**config.mk**
```make
export PLATFORM = sky130hd
export DESIGN_NAME = zero_runner_flat
export DESIGN_NICKNAME = d
export VERILOG_FILES = /design/src/rtl/zero_runner_pkg.sv /design/src/rtl/zero_runner_if.sv /design/src/rtl/zero_runner_fifo.sv /design/src/rtl/zero_runner.sv /design/src/flat_wrapper.sv
export SDC_FILE = /design/constraint.sdc
export NUM_CORES = 1
export LEC_CHECK = 0
export ABC_AREA = 1
export CAP_MARGIN = 15
export CORE_ASPECT_RATIO = 0.7
export CORE_MARGIN = 5
export CORE_UTILIZATION = 60
export CTS_BUF_LIST = sky130_fd_sc_hd__clkbuf_16
export CTS_CLUSTER_SIZE = 8
export DETAILED_ROUTE_END_ITERATION = 10
export PLACE_DENSITY = 0.86
export SETUP_SLACK_MARGIN = 0.4
export SLEW_MARGIN = 20
export SYNTH_ARGS = -nofsm -noshare
export SYNTH_HDL_FRONTEND = slang
export SYNTH_HIERARCHICAL = 1
export SYNTH_SLANG_ARGS = --single-unit
export TNS_END_PERCENT = 50
```
**constraint.sdc**
```tcl
create_clock -name clock -period 8.9 [get_ports clock]
set_clock_uncertainty 0.1 [all_clocks]
set_input_delay 2.67 -clock clock [delete_from_list [all_inputs] [get_ports clock]]
set_output_delay 2.67 -clock clock [all_outputs]
set_load 0.02 [all_outputs]
```
**src/rtl/zero_runner_pkg.sv**
```systemverilog
// Shared definitions for zero_runner: opcodes, sequencer states and helpers
// that pull fields out of an instruction word {op, a, imm, tgt}.
package zero_runner_pkg;

   localparam logic [2:0] OP_LABEL = 3'd0;
   localparam logic [2:0] OP_JMP   = 3'd1;
   localparam logic [2:0] OP_JEQ   = 3'd2;
   localparam logic [2:0] OP_JNE   = 3'd3;
   localparam logic [2:0] OP_JLT   = 3'd4;
   localparam logic [2:0] OP_MOV   = 3'd5;
   localparam logic [2:0] OP_ADD   = 3'd6;
   localparam logic [2:0] OP_OUT   = 3'd7;

   localparam int INSTR_MAX_W = 64;

   typedef enum logic [1:0] {
      ST_IDLE,
      ST_RUN,
      ST_STALL,
      ST_DONE
   } state_t;

   typedef logic [INSTR_MAX_W-1:0] instr_word_t;

   // Instruction words are zero-extended into instr_word_t so one set of
   // helpers serves every parameterisation; callers size-cast the result.
   function automatic instr_word_t instr_field(input instr_word_t w, input int lsb,
                                               input int width);
      return (w >> lsb) & ((instr_word_t'(1) << width) - instr_word_t'(1));
   endfunction

   function automatic logic [2:0] instr_op(input instr_word_t w, input int iw);
      return 3'(w >> (iw - 3));
   endfunction

   function automatic instr_word_t instr_a(input instr_word_t w, input int la,
                                           input int dw, input int ta);
      return instr_field(w, dw + ta, la);
   endfunction

   function automatic instr_word_t instr_imm(input instr_word_t w, input int dw,
                                             input int ta);
      return instr_field(w, ta, dw);
   endfunction

   function automatic instr_word_t instr_tgt(input instr_word_t w, input int ta);
      return instr_field(w, 0, ta);
   endfunction

endpackage

```
**src/rtl/zero_runner_if.sv**
```systemverilog
// Control, program-load and result-stream signals of zero_runner.
// outValid/outReady: a word moves on every rising edge where both are high;
// outData stays stable while outValid is high and outReady is low.
interface zero_runner_if #(
   parameter int W      = 12,
   parameter int NInstr = 16,
   parameter int NLocal = 8
);
   localparam int LA  = $clog2(NLocal);
   localparam int IAW = $clog2(NInstr);
   localparam int TA  = IAW + 1;
   localparam int IW  = 3 + LA + W + TA;

   logic           run;
   logic           loadValid;
   logic [IAW-1:0] loadAddr;
   logic [IW-1:0]  loadData;
   logic           outValid;
   logic           outReady;
   logic [W-1:0]   outData;
   logic           finished;
   logic           success;
   logic           timeout;
   logic [31:0]    stepCount;

   modport master (
      output run, loadValid, loadAddr, loadData, outReady,
      input  outValid, outData, finished, success, timeout, stepCount
   );

   modport slave (
      input  run, loadValid, loadAddr, loadData, outReady,
      output outValid, outData, finished, success, timeout, stepCount
   );

endinterface

```
**src/rtl/zero_runner_fifo.sv**
```systemverilog
// Synchronous result FIFO with occupancy count and flush; a push is dropped
// when full and a pop when empty.
module zero_runner_fifo #(
   parameter int W    = 12,
   parameter int NOut = 4
) (
   input  logic                       i_clk,
   input  logic                       i_rst,
   input  logic                       i_flush,
   input  logic                       i_push,
   input  logic [W-1:0]               i_data,
   input  logic                       i_pop,
   output logic [W-1:0]               o_data,
   output logic                       o_valid,
   output logic [$clog2(NOut+1)-1:0]  o_count
);

   localparam int PW = (NOut > 1) ? $clog2(NOut) : 1;
   localparam int CW = $clog2(NOut + 1);
   localparam logic [CW-1:0] FULL = CW'(NOut);

   logic [W-1:0]  r_mem [NOut];
   logic [PW-1:0] r_rd_ptr;
   logic [PW-1:0] r_wr_ptr;
   logic [CW-1:0] r_count;
   logic          w_push;
   logic          w_pop;

   // Pointers wrap explicitly so depths that are not a power of two work.
   function automatic logic [PW-1:0] next_ptr(input logic [PW-1:0] p);
      return (p == PW'(NOut - 1)) ? '0 : p + PW'(1);
   endfunction

   assign w_push  = i_push && (r_count != FULL);
   assign w_pop   = i_pop && (r_count != '0);
   assign o_valid = (r_count != '0);
   assign o_data  = r_mem[r_rd_ptr];
   assign o_count = r_count;

   always_ff @(posedge i_clk or posedge i_rst) begin
      if (i_rst) begin
         r_rd_ptr <= '0;
         r_wr_ptr <= '0;
         r_count  <= '0;
      end else if (i_flush) begin
         r_rd_ptr <= '0;
         r_wr_ptr <= '0;
         r_count  <= '0;
      end else begin
         if (w_push) r_wr_ptr <= next_ptr(r_wr_ptr);
         if (w_pop)  r_rd_ptr <= next_ptr(r_rd_ptr);
         case ({w_push, w_pop})
            2'b10:   r_count <= r_count + CW'(1);
            2'b01:   r_count <= r_count - CW'(1);
            default: r_count <= r_count;
         endcase
      end
   end

   always_ff @(posedge i_clk) begin
      if (w_push && !i_flush) r_mem[r_wr_ptr] <= i_data;
   end

endmodule

```
**src/rtl/zero_runner.sv**
```systemverilog
// Program-image instruction sequencer: one instruction per RUN cycle, results
// streamed through a small FIFO, with finished/success/timeout reporting.
module zero_runner
   import zero_runner_pkg::*;
#(
   parameter int W        = 12,
   parameter int NInstr   = 16,
   parameter int NLocal   = 8,
   parameter int NOut     = 4,
   parameter int MaxSteps = 1000
) (
   input  logic         clock,
   input  logic         reset,
   zero_runner_if.slave bus,
   output state_t       o_dbg_state
);

   localparam int LA  = $clog2(NLocal);
   localparam int IAW = $clog2(NInstr);
   localparam int TA  = IAW + 1;
   localparam int IW  = 3 + LA + W + TA;
   localparam int CW  = $clog2(NOut + 1);
   localparam logic [TA-1:0] END_IP    = TA'(NInstr);
   localparam logic [31:0]   MAX_STEPS = 32'(MaxSteps);

   // Program memory has no reset so a loaded image survives reset; it relies
   // on the device powering up with zeroed storage (all-zero word = nop).
   logic [IW-1:0] r_imem [NInstr];
   logic [W-1:0]  r_local [NLocal];

   state_t        r_state, w_state_nxt;
   logic [TA-1:0] r_ip, w_ip_nxt;
   logic [31:0]   r_steps, w_steps_nxt;
   logic          r_finished, w_fin_nxt;
   logic          r_success, w_succ_nxt;
   logic          r_timeout, w_to_nxt;

   logic          w_start;
   logic          w_push;
   logic          w_local_we;
   logic [W-1:0]  w_local_wdata;
   logic          w_load_ok;

   logic          w_end;
   logic [IW-1:0] w_instr;
   instr_word_t   w_word;
   logic [2:0]    w_op;
   logic [LA-1:0] w_a;
   logic [W-1:0]  w_imm;
   logic [TA-1:0] w_tgt;
   logic [W-1:0]  w_la_val;
   logic [TA-1:0] w_ip_inc;

   logic [CW-1:0] w_fifo_count;
   logic          w_fifo_full;

   assign w_end    = (r_ip >= END_IP);
   assign w_instr  = r_imem[r_ip[IAW-1:0]];
   assign w_word   = instr_word_t'(w_instr);
   assign w_op     = instr_op(w_word, IW);
   assign w_a      = LA'(instr_a(w_word, LA, W, TA));
   assign w_imm    = W'(instr_imm(w_word, W, TA));
   assign w_tgt    = TA'(instr_tgt(w_word, TA));
   assign w_la_val = r_local[w_a];
   assign w_ip_inc = r_ip + TA'(1);

   assign w_fifo_full = (w_fifo_count == CW'(NOut));
   assign w_load_ok   = bus.loadValid && (r_state == ST_IDLE || r_state == ST_DONE);

   always_comb begin
      w_state_nxt   = r_state;
      w_ip_nxt      = r_ip;
      w_steps_nxt   = r_steps;
      w_fin_nxt     = r_finished;
      w_succ_nxt    = r_success;
      w_to_nxt      = r_timeout;
      w_start       = 1'b0;
      w_push        = 1'b0;
      w_local_we    = 1'b0;
      w_local_wdata = w_la_val;

      case (r_state)
         ST_IDLE, ST_DONE: begin
            if (bus.run) begin
               w_start     = 1'b1;
               w_state_nxt = ST_RUN;
               w_ip_nxt    = '0;
               w_steps_nxt = '0;
               w_fin_nxt   = 1'b0;
               w_succ_nxt  = 1'b0;
               w_to_nxt    = 1'b0;
            end
         end
         ST_RUN: begin
            if (w_end) begin
               w_state_nxt = ST_DONE;
               w_fin_nxt   = 1'b1;
               w_succ_nxt  = 1'b1;
            end else if (r_steps == MAX_STEPS) begin
               w_state_nxt = ST_DONE;
               w_fin_nxt   = 1'b1;
               w_to_nxt    = 1'b1;
               w_succ_nxt  = 1'b0;
            end else if (w_op == OP_OUT && w_fifo_full) begin
               // Full means full this cycle, even if the head is being popped.
               w_state_nxt = ST_STALL;
            end else begin
               w_steps_nxt = r_steps + 32'd1;
               w_ip_nxt    = w_ip_inc;
               case (w_op)
                  OP_JMP: w_ip_nxt = w_tgt;
                  OP_JEQ: if (w_la_val == w_imm) w_ip_nxt = w_tgt;
                  OP_JNE: if (w_la_val != w_imm) w_ip_nxt = w_tgt;
                  OP_JLT: if (w_la_val < w_imm) w_ip_nxt = w_tgt;
                  OP_MOV: begin
                     w_local_we    = 1'b1;
                     w_local_wdata = w_imm;
                  end
                  OP_ADD: begin
                     w_local_we    = 1'b1;
                     w_local_wdata = w_la_val + w_imm;
                  end
                  OP_OUT:  w_push = 1'b1;
                  default: ;
               endcase
            end
         end
         ST_STALL: begin
            if (!w_fifo_full) w_state_nxt = ST_RUN;
         end
         default: w_state_nxt = ST_IDLE;
      endcase
   end

   always_ff @(posedge clock or posedge reset) begin
      if (reset) begin
         r_state    <= ST_IDLE;
         r_ip       <= '0;
         r_steps    <= '0;
         r_finished <= 1'b0;
         r_success  <= 1'b0;
         r_timeout  <= 1'b0;
      end else begin
         r_state    <= w_state_nxt;
         r_ip       <= w_ip_nxt;
         r_steps    <= w_steps_nxt;
         r_finished <= w_fin_nxt;
         r_success  <= w_succ_nxt;
         r_timeout  <= w_to_nxt;
      end
   end

   always_ff @(posedge clock or posedge reset) begin
      if (reset) begin
         for (int i = 0; i < NLocal; i++) r_local[i] <= '0;
      end else if (w_start) begin
         for (int i = 0; i < NLocal; i++) r_local[i] <= '0;
      end else if (w_local_we) begin
         r_local[w_a] <= w_local_wdata;
      end
   end

   always_ff @(posedge clock) begin
      if (w_load_ok) r_imem[bus.loadAddr] <= bus.loadData;
   end

   zero_runner_fifo #(
      .W    (W),
      .NOut (NOut)
   ) u_fifo (
      .i_clk   (clock),
      .i_rst   (reset),
      .i_flush (w_start),
      .i_push  (w_push),
      .i_data  (w_la_val),
      .i_pop   (bus.outReady),
      .o_data  (bus.outData),
      .o_valid (bus.outValid),
      .o_count (w_fifo_count)
   );

   assign bus.finished  = r_finished;
   assign bus.success   = r_success;
   assign bus.timeout   = r_timeout;
   assign bus.stepCount = r_steps;
   assign o_dbg_state   = r_state;

endmodule

```
**src/flat_wrapper.sv**
```systemverilog
// flat-port wrapper written by rule: the top's interface ports become plain ports
module zero_runner_flat import zero_runner_pkg::*;
#(
   parameter int W        = 12,
   parameter int NInstr   = 16,
   parameter int NLocal   = 8,
   parameter int NOut     = 4,
   parameter int MaxSteps = 1000
)
  (clock, reset, o_dbg_state, bus_run, bus_loadValid, bus_loadAddr, bus_loadData, bus_outReady, bus_outValid, bus_outData, bus_finished, bus_success, bus_timeout, bus_stepCount);
  zero_runner_if #(.W(W), .NInstr(NInstr), .NLocal(NLocal)) bus_i ();
  input  logic clock;
  input  logic reset;
  output state_t o_dbg_state;
  input wire logic [$bits(bus_i.run)-1:0] bus_run;
  input wire logic [$bits(bus_i.loadValid)-1:0] bus_loadValid;
  input wire logic [$bits(bus_i.loadAddr)-1:0] bus_loadAddr;
  input wire logic [$bits(bus_i.loadData)-1:0] bus_loadData;
  input wire logic [$bits(bus_i.outReady)-1:0] bus_outReady;
  output wire logic [$bits(bus_i.outValid)-1:0] bus_outValid;
  output wire logic [$bits(bus_i.outData)-1:0] bus_outData;
  output wire logic [$bits(bus_i.finished)-1:0] bus_finished;
  output wire logic [$bits(bus_i.success)-1:0] bus_success;
  output wire logic [$bits(bus_i.timeout)-1:0] bus_timeout;
  output wire logic [$bits(bus_i.stepCount)-1:0] bus_stepCount;
  assign bus_i.run = bus_run;
  assign bus_i.loadValid = bus_loadValid;
  assign bus_i.loadAddr = bus_loadAddr;
  assign bus_i.loadData = bus_loadData;
  assign bus_i.outReady = bus_outReady;
  assign bus_outValid = bus_i.outValid;
  assign bus_outData = bus_i.outData;
  assign bus_finished = bus_i.finished;
  assign bus_success = bus_i.success;
  assign bus_timeout = bus_i.timeout;
  assign bus_stepCount = bus_i.stepCount;
  zero_runner #(.W(W), .NInstr(NInstr), .NLocal(NLocal), .NOut(NOut), .MaxSteps(MaxSteps)) u_core (.clock(clock), .reset(reset), .bus(bus_i), .o_dbg_state(o_dbg_state));
endmodule
```
=== After elaboration in Yosys (flattened, before gate mapping) ===
Memory sizes are Yosys's and may differ from the RTL's.
Index checks and enable logic that the tools add are counted.

* Flip-flop bits (word level): 145
* Memory bits (writable): 416
* Input bits: 32
* Output and inout port bits: 50
* Word-level logic and storage cells: 145
* Memories kept: 2

{| class="wikitable"
|+ Memories
! name !! depth !! width !! read ports !! clocked after memory_dff !! write ports !! RTL line !! text
|-
| u_core.r_imem || 16 || 23 || 1 || 0 || 1 || zero_runner.sv:28 || <nowiki>logic [IW-1:0] r_imem [NInstr];</nowiki>
|-
| u_core.u_fifo.r_mem || 4 || 12 || 1 || 0 || 1 || zero_runner_fifo.sv:22 || <nowiki>logic [W-1:0] r_mem [NOut];</nowiki>
|}

* Add/sub/neg operators: 7
* Magnitude comparators: 4
* Eq/ne operators: 27
* Multiplexer cells: 66
* Bitwise logic cells: 1
* Reduce and logical (&&, ||, !) cells: 21

{| class="wikitable"
|+ Operator list
! operator !! count
|-
| $mux 96 || 2
|-
| $mux 32 || 4
|-
| $bwmux 96 || 1
|-
| $mux 12 || 7
|-
| $pmux 32 s2 || 1
|-
| $bmux 12 s3 || 1
|-
| $demux 12 s3 || 1
|-
| $mux 5 || 7
|-
| $add 32x1->32 const B || 1
|-
| $eq 32x10->1 const B || 1
|-
| $pmux 12 s2 || 1
|-
| $mux 1 || 22
|-
| $mux 2 || 11
|-
| $pmux 5 s4 || 1
|-
| $eq 3x3->1 const B || 5
|-
| $add 12x12->12 || 1
|-
| $eq 12x12->1 || 1
|-
| $lt 12x12->1 || 1
|-
| $ne 12x12->1 || 1
|-
| $eq 2x2->1 const B || 5
|-
| $ne 2x2->1 const B || 5
|-
| $pmux 5 s2 || 1
|-
| $reduce_bool 2->1 || 4
|-
| $eq 3x2->1 const B || 2
|-
| other kinds (27) || 39
|}

=== Logic depth before layout (Yosys ltp) ===
Gate-level depths: netlist of run 1.
An unclocked memory read counts as a cell.

* Depth after elaboration: 14
* Depth in mapped cells: 32
* Depth with buffers taken out: 29

=== Cells and area by module ===
The synthesis of run 1 kept the hierarchy.

{| class="wikitable"
|+ By module, submodules not included
! module !! instances !! cells an instance !! area an instance (µm²) !! sequential area each (µm²)
|-
| zero_runner || 1 || 2568 || 24158.2 || 14503.9
|-
| zero_runner_fifo || 1 || 182 || 2303.5 || 1616.6
|}

=== Worst setup path after synthesis of run 1 ===
No wires, ideal clock.

* Path kind: input port to flip-flop
* Start: input port bus_loadValid
* End: memory u_core/r_imem[0][0] (netlist name) (enable)
* Library setup time: 0.403 ns
* Arrival: 3.924 ns
* Required time: 8.397 ns
* Path slack: 4.473 ns
* Cell stages on the path: 4
* Path buffers: 0
* Cells stage by stage: nand2_1 > inv_1 > nand3_1 > nor2_1

* Cells in the longest elaborated chain, start to end: 3

{| class="wikitable"
|+ RTL lines
! what !! RTL line !! text
|-
| from (decl) || flat_wrapper.sv:16 || <nowiki>input wire logic [$bits(bus_i.loadValid)-1:0] bus_loadValid;</nowiki>
|-
| $logic_and 1x1->1 || zero_runner.sv:68 || <nowiki>assign w_load_ok = bus.loadValid && (r_state == ST_IDLE || r_state == ST_DONE);</nowiki>
|-
| $mux 1 || zero_runner.sv:164 || <nowiki>if (w_load_ok) r_imem[bus.loadAddr] <= bus.loadData;</nowiki>
|-
| $mux 1 (implied by the code) || zero_runner.sv:164 ||
|-
| to (decl) || zero_runner.sv:28 ||
|}

No other way between the ends.

=== Worst setup path in the final report of run 1 ===
* Start: register u_core.r_ip[1]
* End: register u_core.r_ip[1]

* Cells in the longest elaborated chain, start to end: 12
* Elaborated cells on any way between the ends: 27
* Classes of those cells: add/sub: 1; order compare: 2; eq/ne: 9; mux: 11; bitwise: 1; reduce/logical: 2; memory: 1

{| class="wikitable"
|+ RTL lines
! what !! RTL line !! text
|-
| from (decl) || zero_runner.sv:32 || <nowiki>logic [TA-1:0] r_ip, w_ip_nxt;</nowiki>
|-
| from (signal assigned) || zero_runner.sv:145 || <nowiki>r_ip <= w_ip_nxt;</nowiki>
|-
| $mem_v2 16x23 (*) || n/a ||
|-
| $not 3->4 (implied by the code) (*) || zero_runner.sv:64 || <nowiki>assign w_la_val = r_local[w_a];</nowiki>
|-
| $bmux 12 s3 (*) || zero_runner.sv:64 ||
|-
| $mux 12 (implied by the code) (*) (2 in a row) || zero_runner.sv:64 ||
|-
| net u_core.w_la_val[11] || zero_runner.sv:51 || <nowiki>logic [W-1:0] w_la_val;</nowiki>
|-
| $lt 12x12->1, or another cell as far along || zero_runner.sv:114 || <nowiki>OP_JLT: if (w_la_val < w_imm) w_ip_nxt = w_tgt;</nowiki>
|-
| $mux 5 (on tied branches) || zero_runner.sv:114, zero_runner.sv:112, zero_runner.sv:113 ||
|-
| $pmux 5 s4 (*) || zero_runner.sv:110 || <nowiki>case (w_op)</nowiki>
|-
| $mux 5 (*) || zero_runner.sv:104 || <nowiki>end else if (w_op == OP_OUT && w_fifo_full) begin</nowiki>
|-
| $mux 5 (*) || zero_runner.sv:99 || <nowiki>end else if (r_steps == MAX_STEPS) begin</nowiki>
|-
| $mux 5 (*) || zero_runner.sv:95 || <nowiki>if (w_end) begin</nowiki>
|-
| $pmux 5 s2 (*) || zero_runner.sv:82 || <nowiki>case (r_state)</nowiki>
|}

Mark *: on every way through the listed nets, which the timed path passes. The rest lies on a longest branch. The select of a mux whose other input is x is not followed.
A chain may end at the register's enable or synchronous reset.

==> reports/results.tsv, run 1 <==
stage	metric	value	unit
hold_path	min_delay_worst_endpoint	u_core/r_local[23]	
synthesis	avgSynthCellArea	9.62	um^2
synthesis	synth.distinct_cells	50	
timing	period_share	0.770	
drt	viasPerCell	6.09	
timing	rsz0062_at_grt	no	
synthesis	synth_top_area_frac	0.472	
finish	layout-drive-gt1-share	0.0703	
critical_path	path_max_fanout	54	
synthesis	yosysMostFrequentCell	nand2_1	
floorplan	start_util	0.606	
critical_path	ff2ff_setup_slack	2.05	ns
timing	drv_slew	0	
clocking	cts-htree-levels	3	
placed_design	post-place-cells	3317	
critical_path	start_kind	register	
power_and_ir_drop	peakVddDrop	0.192	mV
synthesis	yosysSeqAreaShare	0.609	
placed_design	placed_area	0.0276	mm^2
finish	final_util	0.683	
finish	nFillCells	3114	
global_routing	groute.usage.overall	0.290	
finish	stdcell_count	3427	
critical_path	r2r-start	u_core/r_ip[1]	
timing	period_minus_slack	6.85	ns
hold_path	holdCritStartpoint	u_core/r_local[23]	
drt	firstDrtPassIters	6	
synthesis	async_flop_share	0.258	
critical_path	worstSetupPathType	reg2reg	
power_and_ir_drop	leakage	12.2	nW
synthesis	synth_cells	2750	
clocking	cts_tree	done	
synthesis	synth_seq_cells	561	
placed_design	gp_congestion	0.971	
floorplan	dieArea	0.0485	mm^2
synthesis	synthTopCellsByArea	edfxtp_1 (47%), dfrtp_1 (14%), nand2_1 (9.8%), nand3_1 (4.9%), nor2_1 (4.4%)	
hold_path	hold_class	reg2reg	
finish	fin_area	0.0298	mm^2
global_routing	antenna_found_initial	2	
floorplan	io_pins	82	
placed_design	io_buffers	81	
clocking	clock_path_buffers	3	
drt	wirelength	71200	um
drt	drc	0	
synthesis	synth_largest_area_cell	edfxtp_1	
clocking	clock_latency	0.61	ns
drt	drt_iter0_drc	3042	
floorplan	die_width	261	um
floorplan	coreArea	0.0436	mm^2
clocking	cts.clk_slew.worst_paths	0.05	ns
power_and_ir_drop	power_density	318	mW/mm^2
clocking	ctsResizeCount	0	
drt	vias	20900	
synthesis	netlist_top_cells_count	nand2_1 (689), edfxtp_1 (416), nor2_1 (311), nand3_1 (257), inv_1 (200)	
hold_path	min_path_cells	2	
drt	drtAntennaViolNets	0	
timing	worst_pin_slew	1.09	ns
floorplan	dieHeight	186	um
clocking	cts_buffers	80	
critical_path	reg2reg_depth	24	
critical_path	worstPathArrival	7.24	ns
clocking	post_cts_buffers	0	
timing	setup_violations	0	
synthesis	synth_edf_count	416	
critical_path	required	9.29	ns
critical_path	rr_endpoint	u_core/r_ip[1]	
job	maxCapViolations	0	
floorplan	rows	64	
global_routing	grt_pass1_vias	19900	
drt	wire_per_inst	20.8	um
timing	fin_setup_tns	0	ns
global_routing	grt_max_degree	103	
outcome	outcome	finished, final reports clean	
finish	syn_to_final_growth	12.6	%
synthesis	post_synth_instance_area	0.0265	mm^2
clocking	cts_root_buffer	clkbuf_16	
synthesis	synthesis.nets	2818	
timing	hold_viol_final	0	
critical_path	end_kind	register	
timing	fmax	146	MHz
placed_design	place_hpwl	44000	um
clocking	postCtsHoldBufs	0	
timing	maxSlewHeadroom	0.270	
global_routing	grt_first_pass_wirelength	110000	um
synthesis	ys_warn_count	6	
global_routing	overflow	0	
synthesis	synth_top_flop_cell	edfxtp_1	
clocking	cts_sinks	561	
finish	nets	2873	
[registers in the layout, summed over array words and instances, names as in the netlist, 2 cells and up]
| name | flops |
|---|---|
| u_core/u_fifo/r_mem | 48 |
| u_core/r_ip | 5 |
| u_core/u_fifo/r_rd_ptr | 2 |
| u_core/o_dbg_state | 2 |
| u_core/r_imem | 368 |
| u_core/u_fifo/o_count | 3 |
| u_core/u_fifo/r_wr_ptr | 2 |
| u_core/r_local | 96 |
| u_core/bus.stepCount | 32 |
[cells in the final DEF, fill, tap and decap left out, types with 34 or more instances in the layout]
cell             instances
a21oi_1                 82
clkbuf_16               81
clkdlybuf4s50_1         81
dfrtp_1                144
edfxtp_1               416
ha_1                    34
inv_1                  220
nand2_1                688
nand3_1                257
nand4_1                 83
nor2_1                 292
nor3_1                  38
o21ai_0                144
o21ai_1                 34
xor2_1                  36
[report_power, final]
part           internal (mW)  switching [mW]  total, mW  leakage (nW)
clock network           1.64            1.07       2.72          1.16
logic                  0.949            2.68       3.62          5.30
registers               3.01           0.115       3.12          5.74
[worst max path at each step]
| stage | cells after the start | startpoint | endpoint |
|---|---|---|---|
| floorplan | 1 | reset | u_core/bus.finished |
| global placement | 28 | u_core/r_ip[1] | u_core/r_ip[1] |
| detailed placement | 24 | u_core/r_ip[1] | u_core/r_ip[1] |
| CTS | 24 | u_core/r_ip[1] | u_core/r_ip[1] |
| global route | 24 | u_core/r_ip[1] | u_core/r_ip[1] |
| finish | 24 | u_core/r_ip[1] | u_core/r_ip[1] |
[layer usage]
metal / vias up / part of all wire / GRT usage
li1: 9418 / - / -
met1: 9898 / 0.40 / 0.423
met2: 1372 / 0.44 / 0.426
met3: 194 / 0.13 / 0.0849
met4: 2 / 0.030 / 0.0960
met5: - / 0.00018 / 0
[critical path, stage by stage, from the launching register on]
cell      delay [ns]
dfrtp_1         0.77
buf_4           0.50
nand2_2         0.35
inv_2           0.64
nand3_1         0.15
nand2_1         0.11
nor2_1          0.06
nand2_2         0.17
nand2_4         0.34
nor2_1          0.95
a22oi_1         0.22
nand4_1         0.39
ha_1            0.35
nand2_1         0.10
inv_1           0.05
nand2_1         0.07
nor2_1          0.05
nand4_1         0.31
clkinv_1        0.38
o21ai_0         0.26
nor2_1          0.06
nor2_1          0.09
nand3_1         0.08
nand3_1         0.07
nand2_1         0.06
[final cells by class]
cell class                      instances  area, um^2  area share
Tap cell                              594         743      0.0249
Multi-Input combinational cell       1835        8870       0.297
Sequential cell                       561       16100       0.541
Timing Repair Buffer                  108        1010      0.0340
Clock inverter                         28         194     0.00651
Clock buffer                           81        2030      0.0680
Inverter                              219         836      0.0280
Antenna cell                            1        2.50   0.0000840
[kinds of logic after synthesis]
family                     share of synthesized area
buffers and inverters                         0.0580
adders and majority gates                     0.0176
AOI/OAI and AO/OA                             0.0654
and+or+nand+nor                                0.237
xor gates and xnor gates                      0.0126
DFF                                            0.609
[per-stage QoR]
stage | worst slack (ns) | hold slack (ns) | total power [mW]
CTS | 2.37 | 0.378 | 9.37
detailed placement | 2.43 | 0.359 | 6.63
floorplan | 2.43 | 0.337 | 5.66
global route | 1.75 | 0.384 | 9.92
global placement | 2.67 | 0.350 | 6.56
finish | 2.05 | 0.372 | 9.47
Note: power is estimated with default switching activity, not from simulation.
==> inputs of run 2 (changes only) <==
Clock period 8.9 ns to 6.5 ns, I/O delays scaled along.
==> run 2 against run 1 <==
Against the previous run: sequential share of layout area down 0.23 points; largest power group unchanged; routed wire length up 2.5%; largest cell class unchanged; worst hold slack worse by 0.010 ns; sequential power up 36%; core utilization up 0.29 points; fmax up 22%; critical path type unchanged; combinational power up 39%; count of clock-buffer cells in the layout down 1.
==> reports/results.tsv, run 2 (same netlist as run 1, synthesis figures left out) <==
stage	metric	value	unit
outcome	outcome	finished, final reports clean	
placed_design	pre_cts_ws	1.04	ns
finish	layout-drive-gt1-share	0.0752	
clocking	clock_path_buffers	3	
drt	wire_per_inst	21.2	um
global_routing	overflow	0	
critical_path	start_kind	register	
finish	nets	2891	
finish	final_util	0.686	
timing	hold_viol_final	0	
drt	met1Wirelength	28900	um
timing	period_share	0.867	
power_and_ir_drop	leakage	12.3	nW
finish	regMostFlops	u_core/r_imem	
critical_path	worstPathArrival	6.01	ns
global_routing	antenna_found_initial	1	
drt	routed-wl-met2	32400	um
floorplan	io_pins	82	
floorplan	dieArea	0.0485	mm^2
job	maxCapViolations	0	
clocking	cts_sinks	561	
global_routing	grt_first_pass_wirelength	112000	um
timing	setup_violations	0	
floorplan	dieHeight	186	um
timing	worst_pin_slew	1.04	ns
critical_path	required	6.88	ns
critical_path	path_max_fanout	15	
finish	stdcell_count	3441	
power_and_ir_drop	peakVddDrop	0.276	mV
placed_design	gp_congestion	0.979	
clocking	cts_root_buffer	clkbuf_16	
drt	drc	0	
drt	drtAntennaViolNets	0	
global_routing	grt_max_degree	99	
power_and_ir_drop	power_density	433	mW/mm^2
drt	wirelength	73000	um
critical_path	cp_cell_sequence	nor2_4 -> nand3_1 -> nand2_1 -> nand3b_1 -> nand2_1 -> buf_4 -> nand2_2 -> nor2_4 -> a22oi_1 -> nand4_1 -> ha_1 -> nand2_1 -> inv_1 -> nand2_1 -> nor2_1 -> nand4_1 -> clkinv_1 -> nand2_1 -> nand2_1 -> nor2_1 -> nor2_1 -> nand3_1 -> nand3_1 -> nand2_1	
finish	final_cell_mix	nand2_1 (688), edfxtp_1 (416), nor2_1 (295), nand3_1 (257), inv_1 (217)	
drt	firstDrtPassIters	6	
clocking	cts_tree	done	
timing	period_minus_slack	5.63	ns
drt	drt_iter0_drc	3210	
timing	setup_ws	0.867	ns
hold_path	hold_class	reg2reg	
timing	rsz0062_at_grt	no	
drt	wl_met3	9580	um
drt	viasPerCell	6.08	
critical_path	cpPeakStageDelay	0.64	ns
timing	maxSlewHeadroom	0.307	
drt	vias	20900	
finish	antenna_cells	0	
finish	reg_top3	u_core/r_imem (368), u_core/r_local (96), u_core/u_fifo/r_mem (48)	
critical_path	cpMaxStageDelayCell	nor2_4	
placed_design	post-place-cells	3335	
floorplan	coreArea	0.0436	mm^2
finish	mostFrequentLayoutCell	nand2_1	
clocking	cts.clk_slew.worst_paths	0.05	ns
floorplan	rows	64	
timing	drv_slew	0	
floorplan	die_width	261	um
clocking	cts_buffers	80	
critical_path	worst_path_most_repeated_cell	nand2_1	
finish	syn_to_final_growth	13.1	%
critical_path	end_kind	register	
power_and_ir_drop	fin_total_pwr	13.0	mW
clocking	cts-htree-levels	3	
global_routing	groute.usage.overall	0.298	
drt	top_layer	met5	
timing	fin_setup_tns	0	ns
placed_design	place_hpwl	44300	um
placed_design	io_buffers	81	
finish	largest_reg_flops	368	
clocking	clock_latency	0.62	ns
timing	fmax	178	MHz
critical_path	worstSetupPathType	reg2reg	
global_routing	grt_pass1_vias	20200	
floorplan	start_util	0.606	
-- run 2: changes by cell type in the layout (fill, tap and decap cells not counted), sizes merged --
cell,before,now
clkbuf,81,80
inv,237,234
bufinv,1,0
diode,1,0
buf,27,45
clkinv,9,11
-- run 2: timing repair --
action | CTS | global route
gates resized for setup | 0 | 3
hold buffers | 0 | 0
setup endpoints to repair | 0 | 4
buffers inserted | 0 | 0
-- run 2: metal layers --
metal / up-vias / GRT usage
met5: - / 0
met4: 2 / 0.101
met3: 206 / 0.0872
met2: 1340 / 0.447
met1: 9952 / 0.424
li1: 9427 / -
-- run 2: per-stage QoR --
step	hold WS [ns]	area, um^2
after CTS	0.365	29900
after floorplan	0.337	26500
after global routing	0.412	29900
after detailed placement	0.353	27700
final	0.362	29900
after global placement	0.349	27700
-- run 2: layout make-up --
cell class / count / area (um^2)
Multi-Input combinational cell: 1835 / 8850
Timing Repair Buffer: 126 / 1160
Tap cell: 594 / 743
Fill cell: 3111 / 13700
Clock inverter: 26 / 206
Clock buffer: 80 / 2000
Inverter: 219 / 841
Sequential cell: 561 / 16100
-- run 2: where the power goes --
| part | total (mW) | leakage, nW | switching [mW] | internal [mW] |
|---|---|---|---|---|
| Sequential | 4.24 | 5.74 | 0.117 | 4.12 |
| Combinational | 5.04 | 5.40 | 3.71 | 1.33 |
| Clock | 3.67 | 1.14 | 1.48 | 2.20 |
-- run 2: path summary, 6_finish.rpt --
check / from / cells past startpoint / slack (ns) / to
max in group asynchronous: reset / 3 / 3.31 / u_core/bus.stepCount[25]
worst min register to register: u_core/r_local[20] / 2 / 0.36 / u_core/r_local[20]
min in group asynchronous: reset / 2 / 1.61 / u_core/u_fifo/r_wr_ptr[1]
worst max register to register: u_core/r_ip[1] / 24 / 0.87 / u_core/r_ip[4]
worst max-delay path: u_core/r_ip[1] / 24 / 0.87 / u_core/r_ip[4]
worst min-delay path: u_core/r_local[20] / 2 / 0.36 / u_core/r_local[20]
-- run 2: worst max-delay path, delay by kind of cell, from the launching register on --
kind	cells	cell delay, ns
and+or+nand+nor	19	3.38
buffers and inverters	3	0.74
DFF	1	0.55
adders and majority gates	1	0.53
AOI/OAI and AO/OA	1	0.20
